### src/rtl/mem_cmd_sequencer_pkg.sv
// Shared types for the memory command sequencer: the command word layout
// delivered by the arbiter's command FIFO.
package mem_cmd_sequencer_pkg;

    localparam int CMD_WIDTH = 65;

    // Field order fixes the packed layout: address in the top bits, read flag in bit 0.
    typedef struct packed {
        logic [31:0] address;
        logic [31:0] length;
        logic        read_not_write;
    } memory_command_t;

endpackage

### src/rtl/fifo_sync_sv.sv
// Single-clock FIFO with occupancy count; output word is the current head and
// stays stable until it is popped.
module fifo_sync_sv #(
    parameter int width = 32,
    parameter int depth = 16
) (
    input  logic                       i_clk,
    input  logic                       i_reset,
    input  logic                       i_push,
    input  logic [width-1:0]           i_data,
    input  logic                       i_pop,
    output logic [width-1:0]           o_data,
    output logic                       o_empty,
    output logic [$clog2(depth):0]     o_count
);

    localparam int ptr_w = $clog2(depth);

    logic [width-1:0] r_mem [depth];
    logic [ptr_w-1:0] r_wr_ptr;
    logic [ptr_w-1:0] r_rd_ptr;
    logic [ptr_w:0]   r_count;
    logic             w_push;
    logic             w_pop;

    assign w_push  = i_push && (r_count != (ptr_w+1)'(depth));
    assign w_pop   = i_pop && (r_count != '0);
    assign o_data  = r_mem[r_rd_ptr];
    assign o_empty = (r_count == '0);
    assign o_count = r_count;

    always_ff @(posedge i_clk) begin
        if (i_reset) begin
            r_wr_ptr <= '0;
            r_rd_ptr <= '0;
            r_count  <= '0;
        end else begin
            if (w_push) r_wr_ptr <= r_wr_ptr + ptr_w'(1);
            if (w_pop)  r_rd_ptr <= r_rd_ptr + ptr_w'(1);
            case ({w_push, w_pop})
                2'b10:   r_count <= r_count + (ptr_w+1)'(1);
                2'b01:   r_count <= r_count - (ptr_w+1)'(1);
                default: r_count <= r_count;
            endcase
        end
    end

    // NOTE: storage carries no reset; only pointers and count define which entries are valid.
    always_ff @(posedge i_clk) begin
        if (w_push) r_mem[r_wr_ptr] <= i_data;
    end

endmodule

### src/rtl/mem_cmd_sequencer.sv
// Expands arbiter memory commands into per-word memory transactions and
// buffers in-order read returns, issuing reads only against free buffer credit.
module mem_cmd_sequencer
    import mem_cmd_sequencer_pkg::*;
#(
    parameter int mem_width  = 32,
    parameter int addr_width = 28,
    parameter int rd_depth   = 16
) (
    input  logic                  i_clk,
    input  logic                  i_reset,
    input  logic [CMD_WIDTH-1:0]  i_mem_cmd_data,
    input  logic                  i_mem_cmd_enable,
    output logic                  o_mem_cmd_ready,
    input  logic [mem_width-1:0]  i_mem_write_data,
    input  logic                  i_mem_write_enable,
    output logic                  o_mem_write_ready,
    output logic [mem_width-1:0]  o_mem_read_data,
    output logic                  o_mem_read_enable,
    input  logic                  i_mem_read_ready,
    output logic                  o_app_cmd_valid,
    input  logic                  i_app_cmd_ready,
    output logic                  o_app_cmd_read,
    output logic [addr_width-1:0] o_app_addr,
    output logic                  o_app_wvalid,
    input  logic                  i_app_wready,
    output logic [mem_width-1:0]  o_app_wdata,
    input  logic                  i_app_rvalid,
    input  logic [mem_width-1:0]  i_app_rdata,
    output logic [31:0]           o_words_written,
    output logic [31:0]           o_words_read,
    output logic                  o_err_unexpected_rdata
);

    localparam int cnt_w = $clog2(rd_depth) + 1;

    typedef enum logic [1:0] {S_IDLE, S_WRITE, S_READ, S_DONE} state_t;

    state_t           r_state;
    logic [31:0]      r_addr;
    logic [31:0]      r_remaining;
    logic [cnt_w-1:0] r_outstanding;
    logic [31:0]      r_words_written;
    logic [31:0]      r_words_read;
    logic             r_err;

    memory_command_t  w_cmd;
    logic             w_cmd_fire;
    logic             w_rd_credit;
    logic             w_wr_issue;
    logic             w_rd_issue;
    logic             w_issue;
    logic             w_rv_accept;
    logic             w_rbuf_empty;
    logic [cnt_w-1:0] w_rbuf_count;

    assign w_cmd = memory_command_t'(i_mem_cmd_data);

    // Credit: every issued-but-unreturned read already owns a buffer slot.
    assign w_rd_credit = (32'(r_outstanding) + 32'(w_rbuf_count)) < 32'(rd_depth);

    assign o_mem_cmd_ready   = (r_state == S_IDLE) && !i_reset;
    assign o_mem_write_ready = (r_state == S_WRITE) && i_app_cmd_ready && i_app_wready;
    assign o_app_wvalid      = (r_state == S_WRITE) && i_mem_write_enable;
    assign o_app_cmd_valid   = o_app_wvalid || ((r_state == S_READ) && w_rd_credit);
    assign o_app_cmd_read    = (r_state == S_READ);
    assign o_app_wdata       = (r_state == S_WRITE) ? i_mem_write_data : '0;
    assign o_app_addr        = r_addr[addr_width-1:0];

    assign w_cmd_fire  = o_mem_cmd_ready && i_mem_cmd_enable;
    assign w_wr_issue  = o_app_wvalid && i_app_cmd_ready && i_app_wready;
    assign w_rd_issue  = (r_state == S_READ) && w_rd_credit && i_app_cmd_ready;
    assign w_issue     = w_wr_issue || w_rd_issue;
    assign w_rv_accept = i_app_rvalid && (r_outstanding != '0);

    assign o_mem_read_enable      = !w_rbuf_empty;
    assign o_words_written        = r_words_written;
    assign o_words_read           = r_words_read;
    assign o_err_unexpected_rdata = r_err;

    // NOTE: all sequential state uses non-blocking assignments so every register samples pre-edge values.
    always_ff @(posedge i_clk) begin
        if (i_reset) begin
            r_state         <= S_IDLE;
            r_addr          <= '0;
            r_remaining     <= '0;
            r_outstanding   <= '0;
            r_words_written <= '0;
            r_words_read    <= '0;
            r_err           <= 1'b0;
        end else begin
            case (r_state)
                S_IDLE: begin
                    if (w_cmd_fire) begin
                        r_addr      <= w_cmd.address;
                        r_remaining <= w_cmd.length;
                        if (w_cmd.length == '0)      r_state <= S_DONE;
                        else if (w_cmd.read_not_write) r_state <= S_READ;
                        else                         r_state <= S_WRITE;
                    end
                end
                S_WRITE, S_READ: begin
                    if (w_issue) begin
                        r_addr      <= r_addr + 32'd1;
                        r_remaining <= r_remaining - 32'd1;
                        if (r_remaining == 32'd1) r_state <= S_DONE;
                    end
                end
                default: r_state <= S_IDLE;
            endcase

            case ({w_rd_issue, w_rv_accept})
                2'b10:   r_outstanding <= r_outstanding + cnt_w'(1);
                2'b01:   r_outstanding <= r_outstanding - cnt_w'(1);
                default: r_outstanding <= r_outstanding;
            endcase

            if (w_wr_issue)                  r_words_written <= r_words_written + 32'd1;
            if (w_rv_accept)                 r_words_read    <= r_words_read + 32'd1;
            if (i_app_rvalid && !w_rv_accept) r_err          <= 1'b1;
        end
    end

    fifo_sync_sv #(
        .width (mem_width),
        .depth (rd_depth)
    ) u_rbuf (
        .i_clk   (i_clk),
        .i_reset (i_reset),
        .i_push  (w_rv_accept),
        .i_data  (i_app_rdata),
        .i_pop   (o_mem_read_enable && i_mem_read_ready),
        .o_data  (o_mem_read_data),
        .o_empty (w_rbuf_empty),
        .o_count (w_rbuf_count)
    );

endmodule

### config.mk
export PLATFORM = sky130hd
export DESIGN_NAME = mem_cmd_sequencer
export DESIGN_NICKNAME = d
export VERILOG_FILES = /design/src/rtl/mem_cmd_sequencer_pkg.sv /design/src/rtl/fifo_sync_sv.sv /design/src/rtl/mem_cmd_sequencer.sv
export SDC_FILE = /design/constraint.sdc
export NUM_CORES = 1
export LEC_CHECK = 0
export CELL_PAD_IN_SITES_DETAIL_PLACEMENT = 2
export CELL_PAD_IN_SITES_GLOBAL_PLACEMENT = 2
export CORE_MARGIN = 3
export CORE_UTILIZATION = 32
export CTS_BUF_LIST = sky130_fd_sc_hd__clkbuf_2 sky130_fd_sc_hd__clkbuf_4 sky130_fd_sc_hd__clkbuf_8
export DETAILED_ROUTE_END_ITERATION = 12
export PLACE_DENSITY = 0.62
export SYNTH_ARGS = -nofsm -noshare
export SYNTH_HDL_FRONTEND = slang
export SYNTH_SLANG_ARGS = --single-unit
### constraint.sdc
create_clock -name i_clk -period 11.98 [get_ports i_clk]
set_input_delay 2.396 -clock i_clk [delete_from_list [all_inputs] [get_ports i_clk]]
set_output_delay 2.396 -clock i_clk [all_outputs]
set_load 0.03 [all_outputs]
==> flow_summary.toml, run 1 <==
[floorplan]
dieWidth_um = 301
dieHeight_um = 301
io_pins = 300
fp.dieArea_um2 = 90700
core-area_um2 = 85800
rows = 107
start_util_pct = 32.5

[global_route]
grt_pass1_wl_um = 131000
grt-ovfl-total = 0
grt_max_degree = 94
antenna_found_initial = 7
grt_usage_pct = 19.2
grt_pass1_vias = 20300

[pwr]
power_w = 0.00675
pwr-share-comb_pct = 27.4
swShare_pct = 32.9
p_clk_share_pct = 32.1
ir_drop_uv = 99.0
seq_power_share_pct = 40.5
switchingPower_w = 0.00222
p_int_w = 0.00453
p_leak_nw = 10.9
p_per_area_nw_per_um2 = 195

[logic_synthesis]
synth-main-ff-cell = "edfxtp_1"
netlist_instances = 1816
yosysSeqAreaShare_pct = 65.9
synth-seq-cells = 661
yosys_warnings = 0
synth-edff-count = 512
synth.area.top_cells = "edfxtp_1, mux4_2, dfxtp_1"
synth.avg_cell_area_um2 = 15.3
synth.distinct_cells = 80
netlist_area_um2 = 27900
yosysTopAreaCell = "edfxtp_1"
netlist.area_leader.share_pct = 55.2
synth_nets = 1981
async_flop_share_pct = 0

[cts]
postCtsSetupRepairBufs = 0
cts_buffers = 115
cts_tree = "built"
clkSinkCount = 661
cts-root-buf = "clkbuf_8"
clkSlewWorstSetupHoldPaths_ps = 60
postCtsHoldBufs = 0
htreeDepth = 3
cts-resized-gates = 0
clk_latency_ps = 720
clockBufferDepth = 3

[detailed_routing]
drt_wl_total_um = 86800
avgViaCountPerCell = 5.27
dr.pass1.iters = 5
wl_per_cell_um = 25.6
ant_nets = 0
drtIter0Drc = 1041
num_vias = 17900
drc_errors = 0

[timing]
fmax_ghz = 0.145
grt_setup_unrepaired = "no"
finalCriticalPeriod_ps = 6920
finalMaxSlewViolations = 0
setup_viol = 0
totalNegativeSetupSlack_ps = 0
min_period_over_period_pct = 57.8
tightest_slew_ps = 1120
finalHoldViolCount = 0
clock_skew_ps = 37.1
relSlewSlack_pct = 24.0

[placed_design]
io_buffers = 295
dp_hpwl_um = 52900
routabilityCongestion = 0.802

[worst_setup_path]
cp_max_fo = 54
crit_type = "flip-flop to primary output"
endpoint_kind = "primary output"
required_ps = 9580
worst_ep_arrival_time_ps = 4520
reg2regPathDepth = 8
worstSetupStartpointType = "flip-flop"

[layout]
final_cell_mix = "edfxtp_1, clkdlybuf4s50_1, mux4_2"
area_delta_synth_final_pct = 24.4
fin_nets = 2321
final_common_cell = "edfxtp_1"
drive_gt1_share_pct = 19.4

[hold_path]
hold_depth = 2
hp-class = "flip-flop to flip-flop"

[job]
max_cap_viol_count = 0

[status]
status = "finished, final reports clean"
## cells by family after synthesis
logic type                 synth area share, %
adders and majority gates                 1.31
and+or+nand+nor                           9.34
xor gates and xnor gates                  1.67
DFF                                       65.9
buffers and inverters                     2.10
muxes                                     13.6
AOI/OAI and AO/OA                         6.09
## sequential cells by signal, summed over array words and instances (netlist names), named ones only
register	count
u_rbuf.r_mem	512
o_words_read	32
o_words_written	32
r_remaining	32
r_addr	28
r_outstanding	5
u_rbuf.o_count	5
u_rbuf.r_rd_ptr	4
u_rbuf.r_wr_ptr	4
r_state	2
o_err_unexpected_rdata	1
## final timing paths
| check | from | endpoint | slack (ps) |
|---|---|---|---|
| setup reg to reg | r_state[1]$_SDFFE_PP0P_ | r_remaining[31]$_SDFFE_PP0P_ | 7920 |
| setup / recovery | flip-flop | o_mem_read_data[21] | 5060 |
| hold reg to reg | r_remaining[26]$_SDFFE_PP0P_ | r_remaining[26]$_SDFFE_PP0P_ | 490 |
| hold / removal | r_remaining[26]$_SDFFE_PP0P_ | r_remaining[26]$_SDFFE_PP0P_ | 490 |
## cell type report
type	instances	area (um2)
Fill cell	8410	51100
Timing Repair Buffer	324	3180
Multi-Input combinational cell	1004	9060
Clock inverter	42	347
Sequential cell	661	18400
Inverter	50	188
Clock buffer	170	2090
Tap cell	1144	1430
Antenna cell	3	7.51
## cells in the mapped netlist, types with 9 or more instances
cell,instances
xor2_1,15
nand4_1,29
o31ai_1,10
buf_1,21
and4_1,11
a211oi_1,10
mux4_2,160
o21a_1,9
nand2_1,84
nor2_1,110
a21oi_1,84
nand3_1,37
nor3_1,33
clkbuf_1,73
nor2b_1,26
dfxtp_1,149
o31a_1,9
or3_1,15
inv_1,49
xnor2_1,38
or4_1,18
and2_1,39
edfxtp_1,512
nor4_1,42
mux2i_1,13
and3_1,15
o21ai_0,46
o32ai_1,26
ha_1,26
## metal layers
| metal | vias up | wire length, um | global-route usage, % |
|---|---|---|---|
| met1 | 9368 | 35900 | 24.1 |
| met4 | 8 | 1890 | 4.86 |
| li1 | 7895 | - | - |
| met2 | 487 | 44300 | 33.4 |
| met5 | - | 49 | 0 |
| met3 | 136 | 4780 | 4.56 |
## worst max-delay path: stages (launching register included)
cell	delay, ps
dfxtp_4	730
buf_4	660
buf_4	770
mux4_2	420
mux4_2	550
clkdlybuf4s50_1	630
## power by group through the flow
stage / Sequential (W) / Combinational [W] / Clock [W]
final: 0.00273 / 0.00185 / 0.00217
after global routing: 0.00276 / 0.00202 / 0.00234
after CTS: 0.00274 / 0.00188 / 0.00225
after detailed placement: 0.00278 / 0.00187 / 0
after global placement: 0.00277 / 0.00181 / 0
after floorplan: 0.00278 / 0.00117 / 0
## through the flow
stage / utilization [%] / std cells / hold slack (ps) / setup WS, ps / area (um2)
3_5_place_dp: 37.6 / 3183 / 483 / 5630 / 32200
3_3_place_gp: 37.6 / 3183 / 470 / 5630 / 32200
2_1_floorplan: - / 1816 / 448 / 6160 / 27900
4_1_cts: 40.4 / 3395 / 492 / 4920 / 34700
5_1_grt: 40.4 / 3396 / 525 / 4860 / 34700
6_report: 40.4 / 3398 / 487 / 5060 / 34700
Note: power is estimated with default switching activity, not from simulation.
==> run 2: changes to the inputs <==
- clock period: 11.98 -> 6.45 ns (I/O delays scaled with it)
==> run 2 against run 1 <==
Die area unchanged. Clock skew up 4.6 ps. Critical path type unchanged. Via count down 0.14%. Global-route usage up 0.14 points. Count of clock-buffer cells in the layout down 2. Non-clock buffer count unchanged. Sequential share of layout area up 0.19 points. Worst hold slack better by 8.1 ps. Register-to-register slack worse by 5400 ps.
==> flow_summary.toml, run 2 (synthesized netlist as in run 1, its figures left out) <==
[timing]
finalMaxSlewViolations = 0
fmax_ghz = 0.195
grt_setup_unrepaired = "no"
finalHoldViolCount = 0
totalNegativeSetupSlack_ps = 0
clock_skew_ps = 41.7
min_period_over_period_pct = 79.6
setup_viol = 0
tightest_slew_ps = 1220
relSlewSlack_pct = 18.5
finalCriticalPeriod_ps = 5130

[global_route]
grt_max_degree = 101
grt_pass1_vias = 20200
antenna_found_initial = 8
grt_usage_pct = 19.3
grt_pass1_wl_um = 132000
grt-ovfl-total = 0

[pwr]
ir_drop_uv = 204
p_clk_share_pct = 31.1
seq_power_share_pct = 41.1
switchingPower_w = 0.00412
pwr-share-comb_pct = 27.8
p_per_area_nw_per_um2 = 358
p_int_w = 0.00824
swShare_pct = 33.3
p_leak_nw = 10.8

[worst_setup_path]
cpPeakStageDelay_ps = 910
critical-path-top-delay-family = "multiplexers"
required_ps = 5160
path_common_cell = "mux4_2"
worstSetupStartpointType = "flip-flop"
crit_end = "o_mem_read_data[8]"
r2r_slack_ps = 2490
worst_ep_arrival_time_ps = 3840
reg2regPathDepth = 8
cp_slowest_cell = "dfxtp_4"
endpoint_kind = "primary output"
critical_path_cell_count = 4
crit_chain = "buf_4 -> mux4_2 -> mux4_2 -> clkdlybuf4s50_1"
critical_path_buf_inv_count = 2
cp_max_fo = 40
crit_type = "flip-flop to primary output"
r2r-start = "r_state[1]$_SDFFE_PP0P_"
r2r-end = "r_remaining[31]$_SDFFE_PP0P_"

[placed_design]
routabilityCongestion = 0.790
io_buffers = 295
dp_hpwl_um = 54100

[layout]
final_core_util_pct = 40.3
final_common_cell = "edfxtp_1"
final_cell_mix = "edfxtp_1, clkdlybuf4s50_1, mux4_2"
drive_gt1_share_pct = 18.9
fin_nets = 2320
largest-register = "u_rbuf.r_mem"
largest_reg_flops = 512
area_delta_synth_final_pct = 24.0

[cts]
clockBufferDepth = 3
clk_latency_ps = 730
cts-resized-gates = 0
htreeDepth = 3
cts_tree = "built"
postCtsHoldBufs = 0
cts-root-buf = "clkbuf_8"
clkSinkCount = 661
clkSlewWorstSetupHoldPaths_ps = 60
cts_buffers = 114
postCtsSetupRepairBufs = 0

[detailed_routing]
ant_nets = 0
drc_errors = 0
dr.pass1.iters = 4
drt_wl_total_um = 87500
num_vias = 17900
avgViaCountPerCell = 5.26
wl_per_cell_um = 25.8
drtIter0Drc = 1216

[floorplan]
io_pins = 300
rows = 107
core-area_um2 = 85800
start_util_pct = 32.5
dieWidth_um = 301
dieHeight_um = 301
fp.dieArea_um2 = 90700

[job]
max_cap_viol_count = 0

[status]
status = "finished, final reports clean"

[hold_path]
hp-class = "flip-flop to flip-flop"
run 2: metrics by stage:
stage / total power [W] / instance area, um2 / std cells / setup WS (ps) / hold slack (ps)
3_5_place_dp: 0.00863 / 32300 / 3183 / 1950 / 484
6_report: 0.0124 / 34600 / 3395 / 1320 / 495
3_3_place_gp: 0.00852 / 32300 / 3183 / 1980 / 472
5_1_grt: 0.0130 / 34500 / 3393 / 1040 / 518
2_1_floorplan: 0.00734 / 27900 / 1816 / 2110 / 448
4_1_cts: 0.0126 / 34500 / 3392 / 1140 / 492
run 2: how the worst min path moves through the flow:
stage                                             from                           end  slack [ps]  depth (start not counted)
final                     r_remaining[26]$_SDFFE_PP0P_  r_remaining[26]$_SDFFE_PP0P_         490                          2
after floorplan           r_remaining[25]$_SDFFE_PP0P_  r_remaining[25]$_SDFFE_PP0P_         450                          2
after detailed placement  r_remaining[26]$_SDFFE_PP0P_  r_remaining[26]$_SDFFE_PP0P_         480                          2
after global placement    r_remaining[25]$_SDFFE_PP0P_  r_remaining[25]$_SDFFE_PP0P_         470                          2
after CTS                 r_remaining[26]$_SDFFE_PP0P_  r_remaining[26]$_SDFFE_PP0P_         490                          2
after global routing      r_remaining[26]$_SDFFE_PP0P_  r_remaining[26]$_SDFFE_PP0P_         520                          2
run 2: worst reg2reg max path: stages (launching register included):
cell and delay (ps):
dfxtp_1 340, inv_1 120, ha_1 840, nand4_1 500, o311ai_1 400, o21a_1 190
buf_4 440, nand2_1 650, o221ai_1 390
run 2: final cells by class:
class | count | area (um2)
multi-input cells | 1004 | 9060
clock buffers | 168 | 2040
well taps | 1144 | 1430
inverters | 50 | 188
diodes | 3 | 7.51
clock inverters | 41 | 249
repair buffers | 324 | 3210
fillers | 8462 | 51300
flip-flops and latches | 661 | 18400
run 2: metal layers:
layer / vias to the layer above / share of wire (%) / track usage (%)
li1: 7901 / - / -
met1: 9320 / 42 / 24.3
met2: 508 / 50 / 33.4
met3: 130 / 5.6 / 4.69
met4: 10 / 2.3 / 5.09
met5: - / 0.071 / 0
run 2: power groups by stage:
stage | clock network, W | logic [W] | registers (W)
detailed placement | 0 | 0.00346 | 0.00517
CTS | 0.00398 | 0.00348 | 0.00509
floorplan | 0 | 0.00218 | 0.00516
global placement | 0 | 0.00337 | 0.00515
finish | 0.00384 | 0.00343 | 0.00508
global route | 0.00416 | 0.00375 | 0.00513
